**src/rtl/coil_hbridge_driver.sv**
```systemverilog
// H-bridge gate driver for the scan coil. Turns a 4-bit amplitude and a polarity flag into
// four registered gate drives: PWM on the high side, static low side, an all-off dead-time on
// every polarity change, and a watchdog that drops the bridge if polarity stops toggling.
module coil_hbridge_driver #(
    parameter int unsigned PRESCALE  = 1,
    parameter int unsigned DEAD_TIME = 4,
    parameter int unsigned WATCHDOG  = 1000
) (
    input  logic       CLK_IN,
    input  logic       rst,
    input  logic [3:0] amplitude,
    input  logic       pos_current,
    output logic       hs_a,
    output logic       ls_a,
    output logic       hs_b,
    output logic       ls_b,
    output logic       active,
    output logic       fault
);

    localparam int unsigned PreW  = (PRESCALE > 1) ? $clog2(PRESCALE) : 1;
    localparam int unsigned DeadW = (DEAD_TIME > 1) ? $clog2(DEAD_TIME) : 1;
    localparam int unsigned WdW   = $clog2(WATCHDOG + 1);

    localparam logic [PreW-1:0]  PreMax  = PreW'(PRESCALE - 1);
    localparam logic [DeadW-1:0] DeadMax = DeadW'(DEAD_TIME - 1);
    localparam logic [WdW-1:0]   WdFire  = WdW'(WATCHDOG - 1);
    localparam logic [WdW-1:0]   WdSat   = WdW'(WATCHDOG);

    typedef enum logic [2:0] {
        StIdle,
        StDead,
        StDrivePos,
        StDriveNeg,
        StFault
    } state_e;

    state_e           state_q, state_d;
    logic             pol_q;
    logic [DeadW-1:0] dead_q, dead_d;
    logic [WdW-1:0]   wd_q, wd_d;
    logic [PreW-1:0]  pre_q, pre_d;
    logic [3:0]       phase_q, phase_d;
    logic [3:0]       duty_q, duty_d;
    logic             hs_a_q, ls_a_q, hs_b_q, ls_b_q, active_q, fault_q;
    logic             hs_a_d, ls_a_d, hs_b_d, ls_b_d, active_d, fault_d;
    logic             chg;
    logic             pwm_d;

    assign chg = (pos_current != pol_q);

    // Next-state, counters and PWM engine; chg outranks watchdog expiry and dead-time exit.
    always_comb begin
        state_d = state_q;
        dead_d  = dead_q;
        wd_d    = wd_q;
        pre_d   = pre_q;
        phase_d = phase_q;
        duty_d  = duty_q;

        unique case (state_q)
            StIdle: begin
                if (chg) begin
                    state_d = StDead;
                    dead_d  = DeadMax;
                end
            end
            StDead: begin
                if (chg) begin
                    dead_d = DeadMax;
                end else if (dead_q == '0) begin
                    state_d = pol_q ? StDrivePos : StDriveNeg;
                    wd_d    = '0;
                    pre_d   = '0;
                    phase_d = '0;
                    duty_d  = amplitude;
                end else begin
                    dead_d = dead_q - 1'b1;
                end
            end
            StDrivePos, StDriveNeg: begin
                if (chg) begin
                    state_d = StDead;
                    dead_d  = DeadMax;
                end else if (wd_q == WdFire) begin
                    state_d = StFault;
                end else begin
                    if (wd_q != WdSat) begin
                        wd_d = wd_q + 1'b1;
                    end
                    if (pre_q == PreMax) begin
                        pre_d   = '0;
                        phase_d = phase_q + 1'b1;
                        // New duty only takes effect at a period boundary.
                        if (phase_q == 4'hf) begin
                            duty_d = amplitude;
                        end
                    end else begin
                        pre_d = pre_q + 1'b1;
                    end
                end
            end
            StFault: begin
                if (chg) begin
                    state_d = StDead;
                    dead_d  = DeadMax;
                end
            end
            default: state_d = StIdle;
        endcase

        if (chg) begin
            wd_d = '0;
        end
    end

    // Output decode from the next state so outputs register on the same edge as the state.
    always_comb begin
        hs_a_d   = 1'b0;
        ls_a_d   = 1'b0;
        hs_b_d   = 1'b0;
        ls_b_d   = 1'b0;
        active_d = 1'b0;
        fault_d  = 1'b0;
        pwm_d    = (phase_d < duty_d);
        unique case (state_d)
            StDrivePos: begin
                hs_a_d   = pwm_d;
                ls_b_d   = 1'b1;
                active_d = 1'b1;
            end
            StDriveNeg: begin
                hs_b_d   = pwm_d;
                ls_a_d   = 1'b1;
                active_d = 1'b1;
            end
            StFault: fault_d = 1'b1;
            default: ;
        endcase
    end

    // State, counters and output registers; async reset drops the gates immediately.
    always_ff @(posedge CLK_IN or posedge rst) begin
        if (rst) begin
            state_q  <= StIdle;
            pol_q    <= 1'b1;
            dead_q   <= '0;
            wd_q     <= '0;
            pre_q    <= '0;
            phase_q  <= '0;
            duty_q   <= '0;
            hs_a_q   <= 1'b0;
            ls_a_q   <= 1'b0;
            hs_b_q   <= 1'b0;
            ls_b_q   <= 1'b0;
            active_q <= 1'b0;
            fault_q  <= 1'b0;
        end else begin
            state_q  <= state_d;
            pol_q    <= pos_current;
            dead_q   <= dead_d;
            wd_q     <= wd_d;
            pre_q    <= pre_d;
            phase_q  <= phase_d;
            duty_q   <= duty_d;
            hs_a_q   <= hs_a_d;
            ls_a_q   <= ls_a_d;
            hs_b_q   <= hs_b_d;
            ls_b_q   <= ls_b_d;
            active_q <= active_d;
            fault_q  <= fault_d;
        end
    end

    assign hs_a   = hs_a_q;
    assign ls_a   = ls_a_q;
    assign hs_b   = hs_b_q;
    assign ls_b   = ls_b_q;
    assign active = active_q;
    assign fault  = fault_q;

endmodule

```
**config.mk**
```make
export PLATFORM = sky130hd
export DESIGN_NAME = coil_hbridge_driver
export DESIGN_NICKNAME = d
export VERILOG_FILES = /design/src/rtl/coil_hbridge_driver.sv
export SDC_FILE = /design/constraint.sdc
export NUM_CORES = 1
export LEC_CHECK = 0
export CAP_MARGIN = 20
export CORE_MARGIN = 10
export CORE_UTILIZATION = 25
export CTS_CLUSTER_DIAMETER = 60
export DETAILED_ROUTE_END_ITERATION = 7
export SYNTH_ARGS = -nofsm -noshare
export SYNTH_HDL_FRONTEND = slang
export SYNTH_SLANG_ARGS = --single-unit
```
**constraint.sdc**
```tcl
create_clock -name CLK_IN -period 3.2 [get_ports CLK_IN]
set_input_delay 0.8 -clock CLK_IN [delete_from_list [all_inputs] [get_ports CLK_IN]]
set_output_delay 0.8 -clock CLK_IN [all_outputs]
set_load 0.1 [all_outputs]
```
==> results.md, run 1 <==
- The flow ran to the end, and the final reports show no timing, DRC or antenna violations.
- The stage delay of the slowest cell on the critical path is 0.32 ns.
- After detailed routing, the average wire length per cell comes to 13.2 microns.
- The first-pass detailed-route iteration total is 4.
- The post-synthesis mux area share is 0.0360.
- In this run the mean area of a mapped cell was 9.69 sq um.
- After synthesis, the cell types taking the most area are dfrtp_1 41%, ha_1 4.9%, nor2_1 4.4%.
- Hold timing on the final database bottoms out at a slack of 0.506 ns.
- The peak fanout along the critical path is 5.
- The final sum of negative setup slack is 0 ns.
- The final route contains 1,511 vias.
- The area fraction of the dominant cell type after synthesis is 0.409.
- The final-report hold violation count is 0.
- The horizontal extent of the die is 104 microns.
- The number of antenna violations at the first check in global routing was 0.
- The count of clock tree sinks is 30.
- Global routing finished with a remaining overflow of 0.
- The endpoint arrival time on the critical path is 3.18 ns.
- The finished cells cover 2260 sq um.
- The number of nets with antenna violations after detailed routing is 0.
- The sum of net half-perimeters after detailed placement is 3200 microns.
- The async set or reset register ratio after synthesis is 1.00.
- The power density relative to cell area is 647 nW/um^2.
- The core outline area is 6830 sq um.
- Summed over all instances, the cell type with the most area after synthesis is dfrtp_1.
- Yosys mapped a number of flops with a built-in enable equal to 0.
- The simple logic cell fraction of the synthesized area is 0.186.
- For this design the static power due to leakage is 1.03 nW.
- Synthesis instantiated 52 different standard cells from the library.
- Headroom to the max-slew limit came out at 0.565.
- The worst-case setup slack after placement is -0.392 ns.
- For this run, the total global-route usage over all layers was measured as 0.0808.
- After synthesis the netlist holds a flip-flop and latch count of 30.
- Walking the worst path, the cells encountered are dlygate4sd2_1, xor2_2, o31ai_2, buf_4, o21ai_2, a32o_1, ha_1, nor3_1, nor2_1, a2111oi_2, buf_4, a311oi_1, nor3_1.
- The clock tree synthesis step divided the H-tree into 2 levels.
- The count of cells in the finished layout, fillers not included, comes to 315.
- The clock input transition at the sequential cells of the worst setup and hold paths is 0.06 ns.
- The cell area after technology mapping is 1770 sq um.
- Compared with the post-synthesis result, the final layout area differs by 27.6%.
- The cell type group with the largest total delay on the critical path is compound AO/OA/AOI/OAI gates.
- The worst clock skew is 0.00678 ns.
- Of the total synthesized cell area, the portion taken by full adders, half adders and majority gates is 0.0494.
- During I/O placement, the number of pins put on the boundary was 13.
- In this run the worst hold path is classified as reg -> reg.
- Power comes to 1.46 mW.
- The congestion estimate from routability-driven global placement came to 0.783.
- The net count of the finished layout is 232.
- The kind of capture point of the worst setup path is a flop.
- The floorplan step defined a die boundary enclosing 10,900 sq um.
- The maximum clock path buffer count is 2.
- The clock tree from TritonCTS is yes.
- Static timing analysis puts the maximum clock frequency at 334 MHz.
- The antenna cell count is 0.
- The number of nets handed over by synthesis was 197.
- STA classifies the critical path startpoint as an input pin.
- The via-per-instance ratio is 4.80.
- The synthesis warning total is 0.
- The share of the cycle needed by the critical path after routing is 0.934.
- The final period demand of the worst path is 2.99 ns.
- The most used flip-flop cell after synthesis is dfrtp_1.
- The maximum vdd ir drop is 0.153 mV.
- The number of failing setup endpoints in the final timing report is 0.
- Setup repair after global routing left no endpoint under its margin.
- By area, the combinational part of the netlist is dominated by compound AO/OA/AOI/OAI gates.
- The initial utilization of the core area, before any placement, comes to 0.260.
- The number of DRC violations after detailed-routing iteration 0 is 81.
- On the critical path, the stage with the largest delay is an instance of a2111oi_2.
- The vertical die dimension is 104 microns.
- The critical path is of the in -> reg type.
- Summing all placed instances gives a cell area of 2130 sq um.
- The first-pass GRT wire length is 7320 microns.
- Once layout is complete, the utilization of the core stands at 0.331.
- The number of port buffers is 12.
- For the worst setup path, the data required time is 3.39 ns.
- The number of instances in the synthesized netlist is 183.
- Of the cells placed in the final design, the portion with a size suffix greater than 1 is 0.251.
- The number of rows in the core area is 30.
- Summed over all layers, the routed wires come to 4150 microns.
- The area fraction in compound gates after synthesis is 0.227.
- The max-capacitance violation count is 0.
- The root buffer cell is clkbuf_8.
- Together, buffers and inverters on the worst path number 3.
- Hold repair after CTS inserted 0 buffers.
- The share of the Yosys chip area taken by registers is 0.424.
- Once routing completed, OpenROAD measured the worst setup slack at 0.210 ns.
- The number of global-route vias before repair is 1,497.
- The clock insertion delay at the later pin of the skew report is 0.28 ns.
- In this run, placement finished with an instance count of 306.
- Counting the buffers created by CTS gives 5.
- At the pin with the least slew margin, the transition time is 0.652 ns.
- The xor-xnor portion of the synthesized cell area is 0.0388.
- Entering global routing, the biggest net connects 17 pins.
- After detailed routing, the number of remaining DRC violations is 0.
- The max-slew violation total from the final report is 0.
## area by class of cell
type / count / area [sq um]
Clock buffer: 8 / 110
Fill cell: 714 / 4570
Inverter: 11 / 41.3
Multi-Input combinational cell: 136 / 970
Sequential cell: 30 / 752
Tap cell: 96 / 120
Timing Repair Buffer: 34 / 269
## Yosys cell counts (4+ instances only)
cell type / count
a31oi_1: 4
nand2_1: 11
dfrtp_1: 29
ha_1: 7
o21ai_0: 12
a211oi_1: 6
inv_1: 11
xnor2_1: 6
a21oi_1: 6
nor3_1: 6
nor2_1: 21
nand3_1: 6
## path summary, 6_finish.rpt
| kind | to | from | cells after the start | slack [ns] |
|---|---|---|---|---|
| min in group asynchronous | wd_q[1] | rst | 2 | 0.91 |
| max reg2reg | hs_b | wd_q[0] | 13 | 0.27 |
| max | hs_b | pos_current | 13 | 0.21 |
| min reg2reg | duty_q[2] | duty_q[2] | 1 | 0.51 |
| min | duty_q[2] | duty_q[2] | 1 | 0.51 |
| max in group asynchronous | phase_q[2] | rst | 3 | 1.64 |
## power breakdown
| part | switching [mW] | total, mW | internal (mW) | leakage, nW |
|---|---|---|---|---|
| combinational | 0.365 | 0.583 | 0.218 | 0.576 |
| sequential | 0.0688 | 0.521 | 0.453 | 0.398 |
| clock | 0.142 | 0.359 | 0.217 | 0.0575 |
## what timing repair did
action | CTS | global route
gates resized for setup | 3 | 2
pin swaps | 3 | 2
buffers inserted | 1 | 0
endpoints found under the setup margin | 2 | 2
cloned | 0 | 0
## per-layer routing
layer | global-route usage | up-vias | wire length (microns)
li1 | - | 748 | -
met1 | 0.107 | 728 | 2030
met2 | 0.116 | 30 | 1890
met3 | 0.0297 | 5 | 186
met4 | 0.0308 | 0 | 38
met5 | 0 | - | 0
## flip-flops by register name, summed over array words and instances, names as in the netlist
name / cells
active: 1
dead_q: 2
duty_q: 4
fault: 1
hs_a: 1
hs_b: 1
ls_a: 1
ls_b: 1
phase_q: 4
pol_q: 1
state_q: 3
wd_q: 10
## cells in the final DEF (no fill, tap or decap), types with 5 or more instances in the layout
cell	n
nand3_1	6
inv_1	11
buf_4	28
nand2_1	11
nor3_1	6
clkbuf_8	8
ha_1	7
a211oi_1	6
o21ai_0	12
nor2_1	21
xnor2_1	5
dfrtp_1	29
clkdlybuf4s50_1	5
a21oi_1	6
## cells by family after synthesis
kind of cell	after synthesis
DFF	30
adders and majority gates	7
xor gates and xnor gates	7
buffers and inverters	17
AOI/OAI and AO/OA	54
and+or+nand+nor	62
muxes	6
Note: power is estimated with default switching activity, not from simulation.
==> inputs of run 2 (changes only) <==
--- a/config.mk
+++ b/config.mk
@@ -13,3 +13,4 @@
 export SYNTH_ARGS = -nofsm -noshare
 export SYNTH_HDL_FRONTEND = slang
 export SYNTH_SLANG_ARGS = --single-unit
+export TNS_END_PERCENT = 50
==> results of run 2 <==
Same layout as run 1: the final DEF is identical, and so are final timing and power.
==> inputs of run 3 (changes only) <==
--- a/config.mk
+++ b/config.mk
@@ -5,7 +5,6 @@
 export SDC_FILE = /design/constraint.sdc
 export NUM_CORES = 1
 export LEC_CHECK = 0
-export CAP_MARGIN = 20
 export CORE_MARGIN = 10
 export CORE_UTILIZATION = 25
 export CTS_CLUSTER_DIAMETER = 60
==> constraint.sdc (replaced) <==
create_clock -name CLK_IN -period 3.8 [get_ports CLK_IN]
set_input_delay 0.95 -clock CLK_IN [delete_from_list [all_inputs] [get_ports CLK_IN]]
set_output_delay 0.95 -clock CLK_IN [all_outputs]
set_load 0.1 [all_outputs]
==> run 3 against run 2 <==
Compared with the run above:
- die area is the same
- combinational power shrank 21%
- non-clock buffer count shrank 13
- critical path type unchanged
- largest power group unchanged
==> results.md, run 3 (synthesis results as in run 1) <==
- The startpoint type of the worst setup path is an input pin.
- The maximum clock path buffer count is 2.
- The hold buffer count at CTS is 0.
- TritonCTS built the clock tree.
- The headroom to the max-slew limit is 0.344.
- The run finished with clean final reports.
- The stage delay of the slowest cell on the critical path is 0.47 ns.
- For this design the static power due to leakage is 0.939 nW.
- For this design the top-level I/O count stands at 13.
- The number of flip-flops under the largest register name is 10.
- Detailed placement finished with a half-perimeter wire length of 2950 microns.
- The library cell used most frequently in the layout, excluding fill and tap cells, is dfrtp_1.
- The quantity of gates resized following cts is 0.
- The initial utilization of the core area, before any placement, comes to 0.260.
- After routing, the total negative slack on setup checks comes to 0 ns.
- Across every metal layer, demand over resource in global routing totals 0.0772.
- The count of nets after finishing is 219.
- The multi-input combinational cells in the finished layout cover a total of 951 sq um.
- On the final layout, the worst hold slack is 0.508 ns.
- Dividing the final minimum period by the clock period gives 0.906.
- Setup violations remaining at the end of the flow were counted as 0.
- The register ranked first by flip-flop count is wd_q.
- The maximum vdd ir drop is 0.164 mV.
- Buffers inserted during clock tree synthesis total 5.
- The power density relative to cell area is 570 nW/um^2.
- The number of global-route vias before repair is 1,456.
- The final-report hold violation count is 0.
- The detailed-route wire length per cell is 13.2 microns.
- Routability-driven placement finished with a final weighted congestion of 0.764.
- The design draws 1.23 mW.
- The pre-antenna-repair detailed-routing pass consisted of 4 iterations.
- In the final layout, the registers with the most flip-flops are wd_q: 10 flops, duty_q: 4 flops, phase_q: 4 flops.
- The type of the worst min-delay path is reg -> reg.
- CTS placed an instance of clkbuf_8 at the clock tree root.
- The post-layout utilization of the core is 0.317.
- The core outline area is 6830 sq um.
- At the worst endpoint, the arrival time is 3.65 ns.
- The post-CTS setup buffer count is 0.
- The signal on the critical path passes through clkdlybuf4s50_1, xor2_2, o31ai_1, buf_4, o21ai_2, a32o_1, ha_1, nor3_1, nor2_1, a2111oi_0, buf_4, a31oi_1, nor3_1.
- The peak fanout along the critical path is 5.
- The type of the worst setup path is in -> reg.
- For the pin with the worst max-slew slack, the measured transition is 0.981 ns.
- Data on the critical path is required at its endpoint by 4.00 ns.
- The number of antenna violations at the first check in global routing is 0.
- The via-per-instance ratio is 4.74.
- The tool flagged a number of max-cap violations equal to 0.
- The first routing iteration left 101 violations.
- The area growth from synthesis to layout is 22.2%.
- The number of antenna diodes in the final layout is 0.
- Clock latency on the worst-skew pair, taken at its later pin, is 0.29 ns.
- Summing all flip-flop and latch instances after layout gives 752 sq um.
- The first global-routing pass estimated 7130 microns of wire.
- The H-tree generated during clock tree synthesis spans 2 levels.
- The cell type group with the largest total delay on the critical path is compound AO/OA/AOI/OAI gates.
- The final routed DRC violation total is 0.
- The full die area is 10,900 sq um.
- The number of rows in the core area is 30.
- The number of fillers in the final layout is 716.
- After layout, the minimum clock period comes to 3.44 ns.
- The max-slew violation total from the final report is 0.
- The top cell types in the final layout, fill and taps aside, are 29 x dfrtp_1, 21 x nor2_1, 12 x o21ai_0, 12 x clkdlybuf4s50_1.
- The number of vias after detailed routing is 1,432.
- The routed wire length is 3990 microns.
- The count of clock tree sinks is 30.
- The peak clock frequency supported by timing is 290 MHz.
- For the final database, setup skew stands at 0.0111 ns.
- The vertical die dimension is 104 microns.
- Setup repair after global routing left no endpoint under its margin.
- Entering global routing, the biggest net connects 31 pins.
- The total buffers and inverters traversed by the critical path is 3.
- Clock-pin slew was measured on the worst setup and hold paths at 0.08 ns.
- In the final layout, the share of cells above drive strength 1 is 0.160.
- The highest-delay cell along the critical path is clkdlybuf4s50_1.
- STA classifies the critical path endpoint as a flop.
- The number of port buffers is 12.
- The residual overflow from global routing is 0.
- Measured along the x axis, the die boundary spans 104 microns.
- The detail route stage leaves a number of antenna-violating nets equal to 0.
## run 3: cell types whose count changed in the layout (fill, tap and decap cells not counted)
cell / before / now
xnor2_2: 1 / 0
buf_4: 28 / 9
xnor2_1: 5 / 6
a2111oi_0: 0 / 1
a2111oi_2: 1 / 0
o31ai_1: 2 / 3
dlygate4sd2_1: 1 / 0
clkbuf_8: 8 / 5
bufinv_16: 0 / 1
o31ai_2: 2 / 1
clkdlybuf4s50_1: 5 / 12
clkinvlp_4: 0 / 2
## run 3: through the flow
step	instance area [sq um]	setup WS [ns]	instances
after global placement	2050	0.0882	294
after floorplan	1770	0.668	183
after detailed placement	2050	0.0661	294
after CTS	2170	0.348	302
after global routing	2170	0.0231	302
final	2170	0.358	302
## run 3: worst reg2reg max path, cell delays in order (launching register included)
cell and delay (ns):
dfrtp_1 0.42, ha_1 0.26, nand3b_1 0.20, nor3_4 0.33, nor3b_1 0.11, o21ai_2 0.34, mux2i_1 0.27, ha_1 0.25
o21ai_0 0.14, nor2_1 0.06, a2111oi_0 0.37, buf_4 0.18, a31oi_1 0.05, nor3_1 0.20
## run 3: final timing paths
kind	startpoint	to	slack, ns	cells past startpoint
worst min register to register	duty_q[1]	duty_q[1]	0.51	1
worst min-delay path	duty_q[1]	duty_q[1]	0.51	1
worst max register to register	wd_q[0]	hs_b	0.54	13
max in group asynchronous	rst	pol_q	2.44	3
min in group asynchronous	rst	phase_q[1]	1.04	3
worst max-delay path	pos_current	hs_b	0.36	13
## run 3: routing by layer
| layer | vias up | share of wire | track usage |
|---|---|---|---|
| li1 | 724 | - | - |
| met1 | 670 | 0.50 | 0.105 |
| met2 | 31 | 0.44 | 0.112 |
| met3 | 7 | 0.054 | 0.0273 |
| met4 | 0 | 0.0078 | 0.0229 |
| met5 | - | 0 | 0 |
## run 3: final cells by class
| cell class | instances | area share |
|---|---|---|
| well taps | 96 | 0.0555 |
| clock inverters | 3 | 0.0208 |
| clock buffers | 5 | 0.0318 |
| repair buffers | 21 | 0.0867 |
| flip-flops and latches | 30 | 0.347 |
| inverters | 11 | 0.0191 |
| multi-input cells | 136 | 0.439 |
## run 3: power by group
part           switching, mW  internal [mW]
Clock                  0.132          0.195
Combinational          0.291          0.172
Sequential            0.0630          0.381
